### src/rtl/pc_fetch_ctrl.sv
// Fetch-stage PC sequencer: next-PC selection, pipeline flushes,
// halt handling and saturating fetch/redirect counters.
module pc_fetch_ctrl #(
    parameter int AddrWidth     = 16,
    parameter int JumpOffBits   = 12,
    parameter int BranchOffBits = 8,
    parameter int CountWidth    = 16,
    parameter logic [AddrWidth-1:0] ResetPC = '0
) (
    input  logic                     CLK,
    input  logic                     RST,
    input  logic                     Stall,
    input  logic                     JumpValid,
    input  logic [AddrWidth-1:0]     JumpPC,
    input  logic [JumpOffBits-1:0]   JumpOffset,
    input  logic                     BranchTaken,
    input  logic [AddrWidth-1:0]     BranchPC,
    input  logic [BranchOffBits-1:0] BranchOffset,
    input  logic                     HaltDetect,
    output logic [AddrWidth-1:0]     PC,
    output logic                     FetchValid,
    output logic                     FlushIF,
    output logic                     FlushID,
    output logic                     Halted,
    output logic [CountWidth-1:0]    FetchCount,
    output logic [CountWidth-1:0]    RedirectCount
);

    typedef enum logic {
        StRun,
        StHalted
    } stateT;

    localparam int JumpExt   = AddrWidth - JumpOffBits;
    localparam int BranchExt = AddrWidth - BranchOffBits;

    stateT                state;
    stateT                stateNext;
    logic [AddrWidth-1:0] pcNext;
    logic [AddrWidth-1:0] jumpTarget;
    logic [AddrWidth-1:0] branchTarget;
    logic                 haltAccept;

    assign jumpTarget = JumpPC + AddrWidth'(1)
        + {{JumpExt{JumpOffset[JumpOffBits-1]}}, JumpOffset};
    assign branchTarget = BranchPC + AddrWidth'(1)
        + {{BranchExt{BranchOffset[BranchOffBits-1]}}, BranchOffset};

    assign Halted = (state == StHalted);

    // Branch (EX) outranks jump (ID), which outranks halt and stall.
    always_comb begin
        stateNext  = state;
        pcNext     = PC;
        FetchValid = 1'b0;
        FlushIF    = 1'b0;
        FlushID    = 1'b0;
        haltAccept = 1'b0;
        if (RST && state == StRun) begin
            FlushIF    = BranchTaken | JumpValid;
            FlushID    = BranchTaken;
            haltAccept = HaltDetect & ~BranchTaken & ~JumpValid;
            FetchValid = ~Stall & ~FlushIF & ~haltAccept;
            if (BranchTaken) begin
                pcNext = branchTarget;
            end else if (JumpValid) begin
                pcNext = jumpTarget;
            end else if (haltAccept) begin
                stateNext = StHalted;
            end else if (!Stall) begin
                pcNext = PC + AddrWidth'(1);
            end
        end
    end

    always_ff @(posedge CLK) begin
        if (!RST) begin
            state         <= StRun;
            PC            <= ResetPC;
            FetchCount    <= '0;
            RedirectCount <= '0;
        end else begin
            state <= stateNext;
            PC    <= pcNext;
            if (FetchValid && FetchCount != '1) begin
                FetchCount <= FetchCount + CountWidth'(1);
            end
            if (FlushIF && RedirectCount != '1) begin
                RedirectCount <= RedirectCount + CountWidth'(1);
            end
        end
    end

endmodule
### config.mk
export PLATFORM = sky130hd
export DESIGN_NAME = pc_fetch_ctrl
export DESIGN_NICKNAME = d
export VERILOG_FILES = /design/src/rtl/pc_fetch_ctrl.sv
export SDC_FILE = /design/constraint.sdc
export NUM_CORES = 1
export LEC_CHECK = 0
export CAP_MARGIN = 20
export CELL_PAD_IN_SITES_DETAIL_PLACEMENT = 2
export CELL_PAD_IN_SITES_GLOBAL_PLACEMENT = 2
export CORE_MARGIN = 4
export CORE_UTILIZATION = 30
export CTS_BUF_LIST = sky130_fd_sc_hd__clkbuf_2 sky130_fd_sc_hd__clkbuf_4 sky130_fd_sc_hd__clkbuf_8
export CTS_CLUSTER_SIZE = 40
export DETAILED_ROUTE_END_ITERATION = 6
export GPL_ROUTABILITY_DRIVEN = 0
export PLACE_DENSITY_LB_ADDON = 0.3
export SYNTH_ARGS = -nofsm -noshare
export SYNTH_HDL_FRONTEND = slang
export SYNTH_SLANG_ARGS = --single-unit
export TNS_END_PERCENT = 50
### constraint.sdc
create_clock -name CLK -period 5.74 [get_ports CLK]
set_input_delay 1.148 -clock CLK [delete_from_list [all_inputs] [get_ports CLK]]
set_output_delay 1.148 -clock CLK [all_outputs]
set_load 0.1 [all_outputs]
==> metrics.cfg <==
[drt]
drt_first_iter_violations = 148
drtAntennaViolNets = 0
drc = 0
wl_per_cell_microns = 18.8
viasPerCell = 5.37
routed_wl_microns = 15000
vias = 4281
first_pass_iters = 5

[yosys]
syn_avg_cell_area_sq_um = 7.89
ys_types = 61
yosysTopAreaCellShare_pct = 24.2
synth-async-reset-ratio_pct = 0
netlist_top_cells_area = dfxtp_1, ha_1, xor2_1, nor2_1, xnor2_1
syn-num-nets = 607
yosysWarnings = 0
ys.flop_type = dfxtp_1
synth_edf_count = 0
yosysSeqAreaShare_pct = 24.2
ys_ff_latch = 49
synth_top_cell_by_area = dfxtp_1
synthCells = 514
syn-cell-area_sq_um = 4060

[timing]
clock_skew_ns = 0.00674
rsz0062_at_grt = false
worst_slew_pin_slew_ns = 1.01
fmax_ghz = 0.246
period_needed_ns = 4.06
hold_slack_ns = 0.511
finalCritPeriodShare_pct = 70.7
finalSetupViolCount = 0
final_max_slew_viol_count = 0
slew_headroom_pct = 32.5
fin_ws_ns = 1.68
setup_tns_ns = 0
hold_viol = 0

[power]
seq_power_share_pct = 34.9
power.leakage_nw = 2.09
finalPower_mw = 1.09
p_int_uw = 647
p_switching_uw = 447
combPwrFrac_pct = 42.4
swShare_pct = 40.9
ir_drop_v = 0.0000897
pwr_density_cell_nw_per_um2 = 201
pwr-share-clk_pct = 22.7

[floorplanning]
rows = 42
design.core.area_sq_um = 13200
die_width_microns = 124
ioPinCount = 110
die_area_sq_um = 15400
die_y_microns = 124
start_util_pct = 30.6

[place]
dp_hpwl_microns = 12100
placed_area_sq_um = 5330
pre_cts_slack_ns = 1.68
io_buffer_count = 109

[setup_path]
crit_type = in2out
crit_top_cell = buf_4
cp.arrival_ns = 2.91
crit_chain = clkdlybuf4s50_1, buf_4, nand2b_1, nor4_4, buf_4
slowest_delay_ns = 0.46
endpoint_kind = output port
required_ns = 4.59
slowest_stage = clkdlybuf4s50_1
path_max_fanout = 21
cp-start-kind = input pin

[grt]
grt_usage_pct = 19.0
grt_pass1_vias = 4700
grt_first_pass_wirelength_microns = 24600
grt_max_degree = 33
antenna_found_initial = 0
grt_overflow = 0

[clocking]
clockRootBuffer = clkbuf_8
clk_latency_ns = 0.31
cts_setup_buffers = 0
numCtsBuffers = 5
cts.path.max_buffers = 2
cts_tree = yes
htree_levels = 2
ctsHoldBuffers = 0
clkTransAtPathRegs_ns = 0.09
cts_resized = 0
cts_sinks = 49

[cells_and_area]
fin_nets = 714
fill_cells = 1531
multi_input_area_sq_um = 2960
drive_gt1_share_pct = 4.83
antenna_cells = 0
post-route-cell-area_sq_um = 5450
seq_area_sq_um = 981
area_delta_synth_final_pct = 34.3

[hold_path]
hold_class = reg2reg

[job]
maxCapViolations = 0

[outcome]
outcome = completed

[Yosys cell counts (10+ instances only)]
cell type,instances
xor2_1,34
nand2_1,50
xnor2_1,24
nand4_1,13
nor3_1,11
mux2i_1,10
a21oi_1,36
dfxtp_1,49
inv_1,14
o21ai_0,31
nand3_1,24
ha_1,33
clkbuf_1,12
nor2_1,64
[critical path: cells and delay by family]
family,cells,cell delay [ns]
buffers and inverters,3,1.08
and+or+nand+nor,2,0.67
[path summary, 6_finish.rpt]
kind	from	end	slack [ns]	cells after the start
max	RST	FetchValid	1.68	5
min	RedirectCount[6]	RedirectCount[6]	0.51	1
max reg2reg	PC[0]	PC[14]	3.38	8
min reg2reg	RedirectCount[6]	RedirectCount[6]	0.51	1
[per-stage QoR]
stage | utilization, % | cells
after detailed placement | 40.2 | 789
after floorplan | - | 514
final | 41.1 | 797
after CTS | 41.0 | 796
after global routing | 41.1 | 797
after global placement | 40.2 | 789
[layout by cell type, fill, tap and decap left out, drive strengths merged, types with 15 or more instances in the layout]
cell / n
dfxtp: 49
xnor2: 24
clkdlybuf4s50: 106
ha: 33
nor2: 64
nand2: 50
a21oi: 37
xor2: 34
o21ai: 34
inv: 15
nand3: 24
[cell families (layout without fill, tap and decap cells)]
family | after synthesis | count (layout) | share of synthesized area (%)
flops | 49 | 49 | 24.2
xor+xnor | 58 | 58 | 12.5
buf+inv | 29 | 136 | 2.90
simple gates | 202 | 202 | 24.6
compound gates | 130 | 130 | 21.8
fa+ha+maj | 35 | 35 | 11.2
mux | 11 | 11 | 2.75
[flip-flops by register name (all words and copies together) (netlist names)]
signal / flops
PC: 16
Halted: 1
FetchCount: 16
RedirectCount: 16
[power by group through the flow]
stage	registers (mW)	logic [mW]	clock network [mW]
floorplan	0.492	0.204	0
global placement	0.389	0.452	0
detailed placement	0.390	0.464	0
CTS	0.382	0.466	0.253
global route	0.385	0.499	0.267
finish	0.382	0.464	0.248
[cell type report]
class | count | area share [%]
inverters | 15 | 1.03
flip-flops and latches | 49 | 18.0
clock buffers | 5 | 1.26
multi-input cells | 436 | 54.3
clock inverters | 2 | 0.643
repair buffers | 114 | 20.7
well taps | 176 | 4.04
[routing by layer]
metal,share of wire (%),track usage [%],vias to the layer above
met3,4.4,4.20,14
met4,1.3,3.48,0
met1,45,23.9,2111
li1,-,-,2075
met2,49,33.7,81
met5,0,0,-
Note: power is estimated with default switching activity, not from simulation.
